===== src/rtl/mc_pkg.sv =====
// mc_pkg: shared state, opcode, funct and control encodings for the multicycle controller
package mc_pkg;
    typedef enum logic [3:0] {
        FETCH, DECODE, MEMADR, MEMRD, MEMWB, MEMWR,
        RTYPE, ALUWB, BRANCH, ADDIEX, ADDIWB, JUMP
    } statetype_t;

    localparam logic [5:0] OP_RTYPE = 6'b000000;
    localparam logic [5:0] OP_LW    = 6'b100011;
    localparam logic [5:0] OP_SW    = 6'b101011;
    localparam logic [5:0] OP_BEQ   = 6'b000100;
    localparam logic [5:0] OP_BNE   = 6'b000101;
    localparam logic [5:0] OP_ADDI  = 6'b001000;
    localparam logic [5:0] OP_J     = 6'b000010;

    localparam logic [5:0] F_ADD = 6'b100000;
    localparam logic [5:0] F_SUB = 6'b100010;
    localparam logic [5:0] F_AND = 6'b100100;
    localparam logic [5:0] F_OR  = 6'b100101;
    localparam logic [5:0] F_SLT = 6'b101010;

    localparam logic [3:0] ALU_AND = 4'b0000;
    localparam logic [3:0] ALU_OR  = 4'b0001;
    localparam logic [3:0] ALU_ADD = 4'b0010;
    localparam logic [3:0] ALU_SUB = 4'b0110;
    localparam logic [3:0] ALU_SLT = 4'b0111;

    localparam logic [1:0] ALUOP_ADD   = 2'b00;
    localparam logic [1:0] ALUOP_SUB   = 2'b01;
    localparam logic [1:0] ALUOP_FUNCT = 2'b10;

    localparam logic [1:0] SRCB_B     = 2'b00;
    localparam logic [1:0] SRCB_FOUR  = 2'b01;
    localparam logic [1:0] SRCB_IMM   = 2'b10;
    localparam logic [1:0] SRCB_IMMSH = 2'b11;

    localparam logic [1:0] PC_ALU    = 2'b00;
    localparam logic [1:0] PC_ALUOUT = 2'b01;
    localparam logic [1:0] PC_JUMP   = 2'b10;
endpackage


===== src/rtl/mc_aludec.sv =====
// mc_aludec: combinational aluop/funct -> alucontrol decoder
//   i_aluop      ADD, SUB or decode from funct
//   i_funct      instr[5:0]
//   o_alucontrol 4-bit ALU operation; unknown funct falls back to ADD
module mc_aludec
    import mc_pkg::*;
(
    input  logic [1:0] i_aluop,
    input  logic [5:0] i_funct,
    output logic [3:0] o_alucontrol
);
    logic [3:0] w_fdec;

    always_comb begin
        w_fdec = i_funct == F_SUB ? ALU_SUB :
                 i_funct == F_AND ? ALU_AND :
                 i_funct == F_OR  ? ALU_OR  :
                 i_funct == F_SLT ? ALU_SLT : ALU_ADD;
        o_alucontrol = i_aluop == ALUOP_SUB   ? ALU_SUB :
                       i_aluop == ALUOP_FUNCT ? w_fdec  : ALU_ADD;
    end
endmodule


===== src/rtl/multicycle_controller.sv =====
// multicycle_controller: Moore FSM sequencing a shared-memory multicycle MIPS datapath
//   inputs : clk, reset (sync, active-high), op, funct, zero, mem_ready
//   outputs: iord, memwrite, irwrite, regdst, memtoreg, regwrite, alusrca, alusrcb,
//            pcsrc, pcen, alucontrol, done (pulse in last cycle of each instruction)
//   HAS_MEM_READY=0 ignores mem_ready (always ready)
//   MC_BNE_EN defined: bne (op 000101) branches when zero=0; undefined: bne is a nop
module multicycle_controller
    import mc_pkg::*;
#(
    parameter bit HAS_MEM_READY = 1'b1
) (
    input  logic       clk,
    input  logic       reset,
    input  logic [5:0] op,
    input  logic [5:0] funct,
    input  logic       zero,
    input  logic       mem_ready,
    output logic       iord,
    output logic       memwrite,
    output logic       irwrite,
    output logic       regdst,
    output logic       memtoreg,
    output logic       regwrite,
    output logic       alusrca,
    output logic [1:0] alusrcb,
    output logic [1:0] pcsrc,
    output logic       pcen,
    output logic [3:0] alucontrol,
    output logic       done
);
    statetype_t r_state, w_next;
    logic       w_rdy, w_is_br, w_take;
    logic       w_memwrite, w_irwrite, w_regwrite, w_pcen, w_done;
    logic [1:0] w_aluop;

    assign w_rdy = HAS_MEM_READY ? mem_ready : 1'b1;

`ifdef MC_BNE_EN
    logic r_bne;
    always_ff @(posedge clk)
        if (reset) r_bne <= 1'b0;
        else if (r_state == DECODE) r_bne <= op == OP_BNE;
    assign w_is_br = op == OP_BEQ || op == OP_BNE;
    assign w_take  = r_bne ? ~zero : zero;
`else
    assign w_is_br = op == OP_BEQ;
    assign w_take  = zero;
`endif

    always_ff @(posedge clk)
        if (reset) r_state <= FETCH;
        else r_state <= w_next;

    always_comb begin
        w_next     = FETCH;
        iord       = 1'b0;
        w_memwrite = 1'b0;
        w_irwrite  = 1'b0;
        regdst     = 1'b0;
        memtoreg   = 1'b0;
        w_regwrite = 1'b0;
        alusrca    = 1'b0;
        alusrcb    = SRCB_B;
        pcsrc      = PC_ALU;
        w_pcen     = 1'b0;
        w_aluop    = ALUOP_ADD;
        w_done     = 1'b0;
        case (r_state)
            FETCH: begin
                alusrcb   = SRCB_FOUR;
                w_irwrite = w_rdy;
                w_pcen    = w_rdy;
                w_next    = w_rdy ? DECODE : FETCH;
            end
            DECODE: begin
                alusrcb = SRCB_IMMSH;
                w_next  = (op == OP_LW || op == OP_SW) ? MEMADR :
                          op == OP_RTYPE ? RTYPE  :
                          w_is_br        ? BRANCH :
                          op == OP_ADDI  ? ADDIEX :
                          op == OP_J     ? JUMP   : FETCH;
                // unknown opcodes retire here as a nop
                w_done  = w_next == FETCH;
            end
            MEMADR: begin
                alusrca = 1'b1;
                alusrcb = SRCB_IMM;
                w_next  = op == OP_LW ? MEMRD : MEMWR;
            end
            MEMRD: begin
                iord   = 1'b1;
                w_next = w_rdy ? MEMWB : MEMRD;
            end
            MEMWB: begin
                memtoreg   = 1'b1;
                w_regwrite = 1'b1;
                w_done     = 1'b1;
            end
            MEMWR: begin
                iord       = 1'b1;
                w_memwrite = 1'b1;
                w_done     = w_rdy;
                w_next     = w_rdy ? FETCH : MEMWR;
            end
            RTYPE: begin
                alusrca = 1'b1;
                w_aluop = ALUOP_FUNCT;
                w_next  = ALUWB;
            end
            ALUWB: begin
                regdst     = 1'b1;
                w_regwrite = 1'b1;
                w_done     = 1'b1;
            end
            BRANCH: begin
                alusrca = 1'b1;
                w_aluop = ALUOP_SUB;
                pcsrc   = PC_ALUOUT;
                w_pcen  = w_take;
                w_done  = 1'b1;
            end
            ADDIEX: begin
                alusrca = 1'b1;
                alusrcb = SRCB_IMM;
                w_next  = ADDIWB;
            end
            ADDIWB: begin
                w_regwrite = 1'b1;
                w_done     = 1'b1;
            end
            JUMP: begin
                pcsrc  = PC_JUMP;
                w_pcen = 1'b1;
                w_done = 1'b1;
            end
            default: w_next = FETCH;
        endcase
    end

    // reset suppresses every write strobe so no partial access completes
    assign memwrite = w_memwrite & ~reset;
    assign irwrite  = w_irwrite  & ~reset;
    assign regwrite = w_regwrite & ~reset;
    assign pcen     = w_pcen     & ~reset;
    assign done     = w_done     & ~reset;

    mc_aludec u_aludec (
        .i_aluop      (w_aluop),
        .i_funct      (funct),
        .o_alucontrol (alucontrol)
    );
endmodule


===== config.mk =====
export PLATFORM = sky130hd
export DESIGN_NAME = multicycle_controller
export DESIGN_NICKNAME = d
export VERILOG_FILES = /design/src/rtl/mc_pkg.sv /design/src/rtl/mc_aludec.sv /design/src/rtl/multicycle_controller.sv
export SDC_FILE = /design/constraint.sdc
export NUM_CORES = 1
export LEC_CHECK = 0
export ABC_AREA = 1
export BUFFER_PORTS_ARGS = -buffer_cell sky130_fd_sc_hd__buf_2
export CAP_MARGIN = 20
export CORE_MARGIN = 5
export CORE_UTILIZATION = 38
export CTS_BUF_LIST = sky130_fd_sc_hd__clkbuf_16
export CTS_CLUSTER_DIAMETER = 100
export DETAILED_ROUTE_END_ITERATION = 12
export HOLD_SLACK_MARGIN = 0.1
export PLACE_DENSITY = 0.82
export SLEW_MARGIN = 30
export SYNTH_ARGS = -nofsm -noshare
export SYNTH_HDL_FRONTEND = slang
export SYNTH_SLANG_ARGS = --single-unit

===== constraint.sdc =====
create_clock -name clk -period 1.21 [get_ports clk]
set_clock_uncertainty 0.15 [all_clocks]
set_input_delay 0.3025 -clock clk [delete_from_list [all_inputs] [get_ports clk]]
set_output_delay 0.3025 -clock clk [all_outputs]
set_load 0.02 [all_outputs]

==> key figures, run 1 <==
Floorplan
  – Starting density of the core: 39.0%
  – IO Count: 33
  – FP Rows: 14
  – Die W: 48.6 µm
  – DIE HEIGHT: 48.6 µm

Yosys
  – List of most frequent post-synthesis cells: nor2_1 (30), nand2_1 (25), inv_1 (15), nand3_1 (7)
  – Post-synthesis mux area share: 0%
  – Post-Synth Simple-Gate Area: 57.8%
  – Synthesized area per cell: 5.06 µm²
  – Ys flop type: dfxtp_1
  – Largest area contributor in the netlist: nor2_1
  – Synth top area share: 19.9%
  – Compound-Gate Fraction of Synth Area: 12.8%
  – Sequential-to-total area share from yosys stat: 14.1%
  – Adder-cell share of the synthesized area: 0%
  – Yosys cell types: 20
  – Register bit total from synthesis: 4
  – Syn Inst Count: 112
  – Mapped cell area: 567 µm²
  – Post-synth EDFFs: 0
  – XOR/XNOR Fraction of Synth Area: 0%
  – Synth async-reset ratio: 0%
  – Most instantiated library cell after synthesis: nor2_1
  – Post-Syn Nets: 128
  – Combinational family with the most area after synthesis: simple AND/OR/NAND/NOR gates
  – Top post-synthesis cells by area: nor2_1 (20%), nand2_1 (17%), dfxtp_1 (14%)
  – Synthesis warning total: 0

Place
  – Port Buf Inserts: 31
  – Hpwl dp: 1810 µm
  – Final GP Congestion: 0.817
  – Post-DP Area: 1040 µm²

Run status
  – Outcome: stopped before the end
  – First Error: [ERROR GRT-0232] Routing congestion too high. Check the congestion heatmap in the GUI.
  – Stopped at: global routing (5_1_grt)

Clock tree
  – Clk buf depth: 2
  – Clk Tree Root Cell: clkbuf_16
  – Clock Sinks: 4
  – CTS Buf Count: 3
  – Cts hold-fix bufs: 0
  – H-tree levels: 1

Timing
  – Worst EP post-GRT repair: alucontrol[0]
  – Worst endpoint type: output port

GRT
  – Largest net degree at the start of global routing: 6
  – Total Routing Usage GR: 54.8%
  – GRT overflow: 5
  – Initial antenna violation count: 1
==> kinds of logic after synthesis <==
family,count (synthesis)
AOI/OAI and AO/OA,12
buffers and inverters,21
DFF,4
other,1
and+or+nand+nor,74
==> stage by stage <==
step                      instances  setup TNS, ps  utilization, %  worst slack [ps]
after floorplan                 112          -2200               -              -323
after CTS                       194          -7660            93.5              -604
after detailed placement        182          -5120            71.5              -491
after global placement          182          -4530            71.5              -458
==> per-layer routing <==
layer  GRT usage [%]  overflow
met5               0         0
met4            52.0         1
met3            38.7         0
met2            73.7         4
met1            54.0         0
==> repair_timing <==
action                                  in CTS
pin swaps                                   12
gates resized for setup                     57
buffers inserted                            10
endpoints found under the setup margin      20
==> inputs of run 2 (changes only) <==
--- a/config.mk
+++ b/config.mk
@@ -8,13 +8,10 @@
 export ABC_AREA = 1
 export BUFFER_PORTS_ARGS = -buffer_cell sky130_fd_sc_hd__buf_2
 export CAP_MARGIN = 20
-export CORE_MARGIN = 5
-export CORE_UTILIZATION = 38
-export CTS_BUF_LIST = sky130_fd_sc_hd__clkbuf_16
-export CTS_CLUSTER_DIAMETER = 100
+export CORE_AREA = 5 5 66 68
 export DETAILED_ROUTE_END_ITERATION = 12
-export HOLD_SLACK_MARGIN = 0.1
-export PLACE_DENSITY = 0.82
+export DIE_AREA = 0 0 71 73
+export PLACE_DENSITY_LB_ADDON = 0.15
 export SLEW_MARGIN = 30
 export SYNTH_ARGS = -nofsm -noshare
 export SYNTH_HDL_FRONTEND = slang
==> constraint.sdc (replaced) <==
create_clock -name clk -period 1.57 [get_ports clk]
set_clock_uncertainty 0.15 [all_clocks]
set_input_delay 0.3925 -clock clk [delete_from_list [all_inputs] [get_ports clk]]
set_output_delay 0.3925 -clock clk [all_outputs]
set_load 0.02 [all_outputs]
==> run 2 against run 1 <==
- the flow now finishes, with violations (setup timing)
- area after synthesis stayed put
- synthesized cell count stayed put
==> key figures, run 2 <==
Clock tree
  – Clk buf depth: 2
  – CTS clk-pin slew, worst paths: 30 ps
  – Cts hold-fix bufs: 0
  – Clk Tree Root Cell: clkbuf_8
  – Clock Sinks: 4
  – Clock latency on the worst-skew pair: 220 ps
  – CTS tree: yes
  – CTS Buf Count: 3
  – H-tree levels: 1

GRT
  – Total Routing Usage GR: 8.96%
  – Vias in the first global route: 900
  – First-pass GRT wire length: 3740 µm
  – GRT overflow: 0
  – Largest net degree at the start of global routing: 9
  – Initial antenna violation count: 0

Critical path
  – Kind of critical path: flip-flop to output port
  – Slowest cell on crit path: dfxtp_4
  – Worst Setup Start Kind: flip-flop
  – Worst R2R Path Depth: 10
  – FF-to-FF End: r_state[1]
  – R2R Path Start: r_state[2]
  – CP Capture Type: output port
  – Top cell by count, worst path: buf_6
  – Worst reg-to-reg setup slack: 40 ps
  – Arrival time worst endpoint: 1360 ps
  – Cells along the critical path: inv_4 > nand2_4 > buf_6 > nor2_4 > nand3_2 > nand3b_1 > nand2_1 > inv_2 > buf_6
  – CP required: 1030 ps
  – Worst-path fanout max: 3
  – Slowest stage delay, CP: 360 ps

Final layout
  – Largest register FFs: 4
  – Fillers: 420
  – Non-filler cells in the finished layout: 228
  – # nets final: 195
  – Area of the multi-input gates: 571 µm²
  – Top flop regs: r_state: 4 flops
  – Register area: 92.6 µm²
  – Area Growth Syn to Fin: 142%
  – Number of diodes: 0
  – Most frequent cells in the layout: buf_4 (28), nor2_1 (21), buf_6 (20), nand2_1 (18), buf_2 (16)
  – Most common cell after layout, fill and taps aside: buf_4
  – Largest Register: r_state
  – Share of cells above drive strength 1: 60.7%

Yosys
  – Post-Syn Nets: 128
  – Synthesized area per cell: 5.06 µm²
  – Ys flop type: dfxtp_1
  – Largest area contributor in the netlist: nor2_1
  – Most instantiated library cell after synthesis: nor2_1
  – Top post-synthesis cells by area: nor2_1 (20%), nand2_1 (17%), dfxtp_1 (14%)
  – Synthesis warning total: 0
  – Sequential-to-total area share from yosys stat: 14.1%
  – Mapped cell area: 567 µm²
  – Post-synth EDFFs: 0
  – Register bit total from synthesis: 4
  – Syn Inst Count: 112
  – List of most frequent post-synthesis cells: nor2_1 (30), nand2_1 (25), inv_1 (15), nand3_1 (7)
  – Synth async-reset ratio: 0%
  – Yosys cell types: 20
  – Synth top area share: 19.9%

Power and ir drop
  – Cell Pwr Density: 360 nW/µm²
  – Clock Power Share: 46.1%
  – Combinational share of power: 32.2%
  – Sw Share: 28.6%
  – Pint: 352 µW
  – Flop pwr share: 21.7%
  – VDD IR-drop max: 0.000236 V
  – Leakage power: 0.662 nW
  – Switching power: 141 µW

Run status
  – Outcome: finished with violations
  – Violated checks: setup timing

Floorplan
  – DIE HEIGHT: 73 µm
  – Die area: 5180 µm²
  – Core Box Area: 3800 µm²
  – IO Count: 33
  – FP Rows: 23
  – Starting density of the core: 14.9%
  – Die W: 71 µm

Place
  – Pre-CTS setup slack: -356 ps
  – Port Buf Inserts: 31
  – Hpwl dp: 1870 µm
  – Dpl cells: 216
  – Final GP Congestion: 0.729

Timing
  – Min cycle time layout: 1910 ps
  – Period utilization: 121%
  – Final Hold Fails: 0
  – Max Fclk: 524 MHz
  – Slew Limit Fails: 0
  – Worst setup margin: -337 ps
  – Final setup vio count: 14
  – Hold slack: 341 ps
  – RSZ-0062 raised after global routing: true

Min path
  – Hold Startpoint: reset
  – WHS Path Cells: 2
  – Hold crit path type: input port to flip-flop
  – Worst Hold End: r_state[0]

Job
  – Maxcap violations: 0

Detailed routing
  – Wire per inst: 9.72 µm
  – DRT Pass-1 Iters: 4
  – Final ANT Viol Nets: 0
  – Initial DRC Count: 24
  – Final routed DRC violation total: 0
  – Via count: 909
  – Routed vias/inst: 3.99
  – Total wire length: 2220 µm
run 2: cell counts after synthesis:
No cell type changed its count.
run 2: worst max-delay path, delay by kind of cell (launching register included):
| kind | cells | cell delay (ps) |
|---|---|---|
| simple gates | 5 | 420 |
| flops | 1 | 360 |
| buf+inv | 4 | 360 |
run 2: how the worst max path moves through the flow:
stage | start | end | slack, ps | depth (start not counted)
after detailed placement | op[5] | done | -360 | 8
after floorplan | r_state[1] | alucontrol[0] | -50 | 6
after CTS | r_state[3] | pcen | -350 | 9
after global placement | op[5] | done | -320 | 8
after global routing | r_state[3] | done | -410 | 8
final | r_state[2] | pcen | -340 | 9
run 2: logic make-up after synthesis:
family / synth area share, %
AO/OA/AOI/OAI: 12.8
buffers and inverters: 14.6
flip-flops: 14.1
other: 0.662
AND/OR/NAND/NOR: 57.8
run 2: per-layer routing:
metal | track usage (%) | vias to the layer above | share of wire (%)
met5 | 0 | - | 0
met4 | 3.97 | 0 | 2.6
met3 | 2.20 | 6 | 6.4
met2 | 15.9 | 28 | 51
met1 | 10.2 | 393 | 40
li1 | - | 482 | -
run 2: cell type report:
class / instances / share of cell area [%]
inverters: 19 / 6.12
clock buffers: 4 / 3.29
flip-flops and latches: 4 / 6.76
well taps: 50 / 4.57
multi-input cells: 87 / 41.6
repair buffers: 64 / 37.6
run 2: stage by stage:
stage	total power, mW	utilization (%)	TNS (ps)	cell area [µm²]
CTS	0.501	33.9	-3560	1290
global route	0.529	36.1	-4310	1370
finish	0.494	36.1	-3170	1370
detailed placement	0.239	27.9	-1400	1060
floorplan	0.176	-	-128	664
global placement	0.237	27.9	-1230	1060
run 2: what timing repair did:
item | in CTS | in global routing
setup buffers | 10 | 2
hold endpoints to repair | 0 | 0
setup endpoints to repair | 16 | 16
gates resized for setup | 42 | 23
pin swaps | 13 | 13
run 2: power by group through the flow:
stage	sequential, mW	clock (mW)	combinational (mW)
after floorplan	0.108	0	0.0674
after global placement	0.109	0	0.128
after detailed placement	0.109	0	0.130
after CTS	0.107	0.241	0.154
after global routing	0.108	0.247	0.174
final	0.107	0.228	0.159
Note: power is estimated with default switching activity, not from simulation.
==> inputs of run 3 (changes only) <==
--- a/config.mk
+++ b/config.mk
@@ -5,7 +5,7 @@
 export SDC_FILE = /design/constraint.sdc
 export NUM_CORES = 1
 export LEC_CHECK = 0
-export ABC_AREA = 1
+export ABC_AREA = 0
 export BUFFER_PORTS_ARGS = -buffer_cell sky130_fd_sc_hd__buf_2
 export CAP_MARGIN = 20
 export CORE_AREA = 5 5 66 68
==> run 3 against run 2 <==
- the flow still finishes with violations (setup timing)
- die area did not move
- clock power shrank 7%
- count of clock-buffer cells in the layout fell by 1
- setup slack got worse by 94 ps
- highest routed layer is now met3
- flip-flop and latch count stayed put
==> key figures, run 3 <==
Job
  – Maxcap violations: 0

Min path
  – Worst Hold End: r_state[3]
  – WHS Path Cells: 4
  – Hold Startpoint: op[2]
  – Hold crit path type: input port to flip-flop

Yosys
  – Yosys cell types: 38
  – Mapped cell area: 597 µm²
  – Synth async-reset ratio: 0%
  – Largest area contributor in the netlist: dfxtp_1
  – Synthesis warning total: 0
  – Synth top area share: 13.4%
  – Post-Syn Nets: 109
  – Top post-synthesis cells by area: dfxtp_1 (13%), nor2_1 (10%), nand2b_1 (8.4%)
  – Synthesized area per cell: 6.42 µm²
  – Syn Inst Count: 93
  – Ys flop type: dfxtp_1
  – Most instantiated library cell after synthesis: nor2_1
  – Register bit total from synthesis: 4
  – Post-synth EDFFs: 0
  – List of most frequent post-synthesis cells: nor2_1 (16), nand2b_1 (8), a21oi_1 (7), nor3_1 (6), inv_1 (5)
  – Sequential-to-total area share from yosys stat: 13.4%

Critical path
  – CP delay by family, top: simple AND/OR/NAND/NOR gates
  – CP Capture Type: output port
  – Worst R2R Path Depth: 7
  – Slowest stage delay, CP: 380 ps
  – Cells along the critical path: buf_6 > nand2b_4 > a21oi_2 > or3_4 > a21oi_4 > buf_6
  – Slowest cell on crit path: or3_4
  – Worst reg-to-reg setup slack: 60 ps
  – Worst Setup Start Kind: flip-flop
  – R2R Path Start: r_state[1]
  – CP startpoint: r_state[1]
  – CP required: 1030 ps
  – Kind of critical path: flip-flop to output port
  – WP buf/inv: 2
  – Top cell by count, worst path: buf_6
  – Worst-path fanout max: 4
  – Arrival time worst endpoint: 1460 ps
  – FF-to-FF End: r_state[1]

Timing
  – Final setup vio count: 16
  – Max Fclk: 500 MHz
  – Fin Setup TNS: -4380 ps
  – RSZ-0062 raised after global routing: true
  – Slew Limit Fails: 0
  – Min cycle time layout: 2000 ps
  – Period utilization: 127%
  – Final Hold Fails: 0
  – Worst setup margin: -431 ps
  – Hold slack: 458 ps

Power and ir drop
  – Cell Pwr Density: 345 nW/µm²
  – VDD IR-drop max: 0.000281 V
  – Leakage power: 0.648 nW

Detailed routing
  – Final ANT Viol Nets: 0
  – Initial DRC Count: 27
  – Total wire length: 2690 µm
  – Final routed DRC violation total: 0
  – Wire per inst: 12.5 µm
  – Routed vias/inst: 4.28
  – DRT Pass-1 Iters: 4
  – Via count: 921

Clock tree
  – CTS clk-pin slew, worst paths: 30 ps
  – CTS tree: yes
  – Clk buf depth: 2
  – H-tree levels: 1
  – CTS Buf Count: 3
  – Clock latency on the worst-skew pair: 210 ps
  – Clk Tree Root Cell: clkbuf_8
  – Clock Sinks: 4
  – Cts hold-fix bufs: 0

Floorplan
  – Die area: 5180 µm²
  – FP Rows: 23
  – Core Box Area: 3800 µm²
  – DIE HEIGHT: 73 µm
  – Die W: 71 µm
  – IO Count: 33
  – Starting density of the core: 15.7%

GRT
  – Largest net degree at the start of global routing: 9
  – Vias in the first global route: 930
  – Total Routing Usage GR: 10.1%
  – First-pass GRT wire length: 4220 µm
  – Initial antenna violation count: 0
  – GRT overflow: 0

Run status
  – Violated checks: setup timing
  – Outcome: finished with violations

Place
  – Pre-CTS setup slack: -310 ps
  – Port Buf Inserts: 31
  – Final GP Congestion: 0.855
  – Hpwl dp: 2170 µm

Final layout
  – # nets final: 183
  – Largest register FFs: 4
  – Top flop regs: r_state: 4 flops
  – Area Growth Syn to Fin: 152%
  – Most common cell after layout, fill and taps aside: buf_4
  – Number of diodes: 0
  – Largest Register: r_state
  – Share of cells above drive strength 1: 70.3%
  – Most frequent cells in the layout: buf_4 (40), buf_6 (21), buf_2 (14), nor2_1 (9), nor2_4 (6)
==> run 3: cell types whose count changed after synthesis, sizes merged, moves of 3 or more <==
cell	change
a21oi	+3
inv	-14
nand2	-22
nand2b	+8
nand3	-4
nand3b	-3
nor2	-18
nor2b	+3
nor3	+6
o21ai	-3
==> run 3: where the power goes <==
group	internal, mW	switching (mW)	leakage (nW)
clock network	0.163	0.0489	0.0216
registers	0.0995	0.00565	0.0355
logic	0.107	0.0952	0.590
total	0.370	0.150	0.648
==> run 3: per-layer routing <==
layer / GRT usage [%] / share of wire, % / wire, µm
met4: 3.13 / 0 / 0
met5: 0 / 0 / 0
met1: 11.9 / 43 / 1160
met2: 18.8 / 54 / 1440
met3: 1.52 / 3.5 / 93
==> run 3: repair_timing <==
| action | in CTS | in global routing |
|---|---|---|
| setup buffers | 4 | 4 |
| pin swaps | 11 | 7 |
| resized for setup | 56 | 16 |
| gates cloned | 0 | 0 |
| setup endpoints to repair | 17 | 18 |
| endpoints found under the hold margin | 0 | 0 |
==> run 3: metrics by stage <==
| step | cell area (µm²) | std cells | power [mW] | utilization, % |
|---|---|---|---|---|
| floorplan | 716 | 93 | 0.198 | - |
| global placement | 1180 | 206 | 0.280 | 31.0 |
| detailed placement | 1180 | 206 | 0.283 | 31.0 |
| CTS | 1440 | 213 | 0.522 | 37.9 |
| global route | 1510 | 215 | 0.553 | 39.7 |
| finish | 1510 | 215 | 0.519 | 39.7 |
==> run 3: cells by family after synthesis <==
family	count (synthesis)	synth area share, %
AOI/OAI and AO/OA	22	25.8
xor gates and xnor gates	2	2.94
buffers and inverters	11	8.60
DFF	4	13.4
muxes	1	1.68
other	1	0.628
and+or+nand+nor	52	47.0
==> run 3: worst max path at each step <==
stage / depth (start not counted) / slack [ps] / to
after detailed placement: 5 / -310 / alucontrol[0]
after global routing: 5 / -490 / alucontrol[1]
after global placement: 5 / -300 / alucontrol[0]
final: 6 / -430 / done
after floorplan: 5 / -230 / pcen
after CTS: 5 / -440 / irwrite
==> run 3: layout make-up <==
class / instances / area (µm²)
clock buffer: 3 / 41.3
fill: 418 / 2290
inverter: 5 / 18.8
multi-input combinational: 78 / 682
sequential: 4 / 95.1
tap: 50 / 62.6
timing repair buffer: 75 / 607
==> run 3: worst min-delay path, stage by stage <==
cell and delay [ps]:
buf_2 120, buf_4 130, nand3_1 60, a31oi_1 80
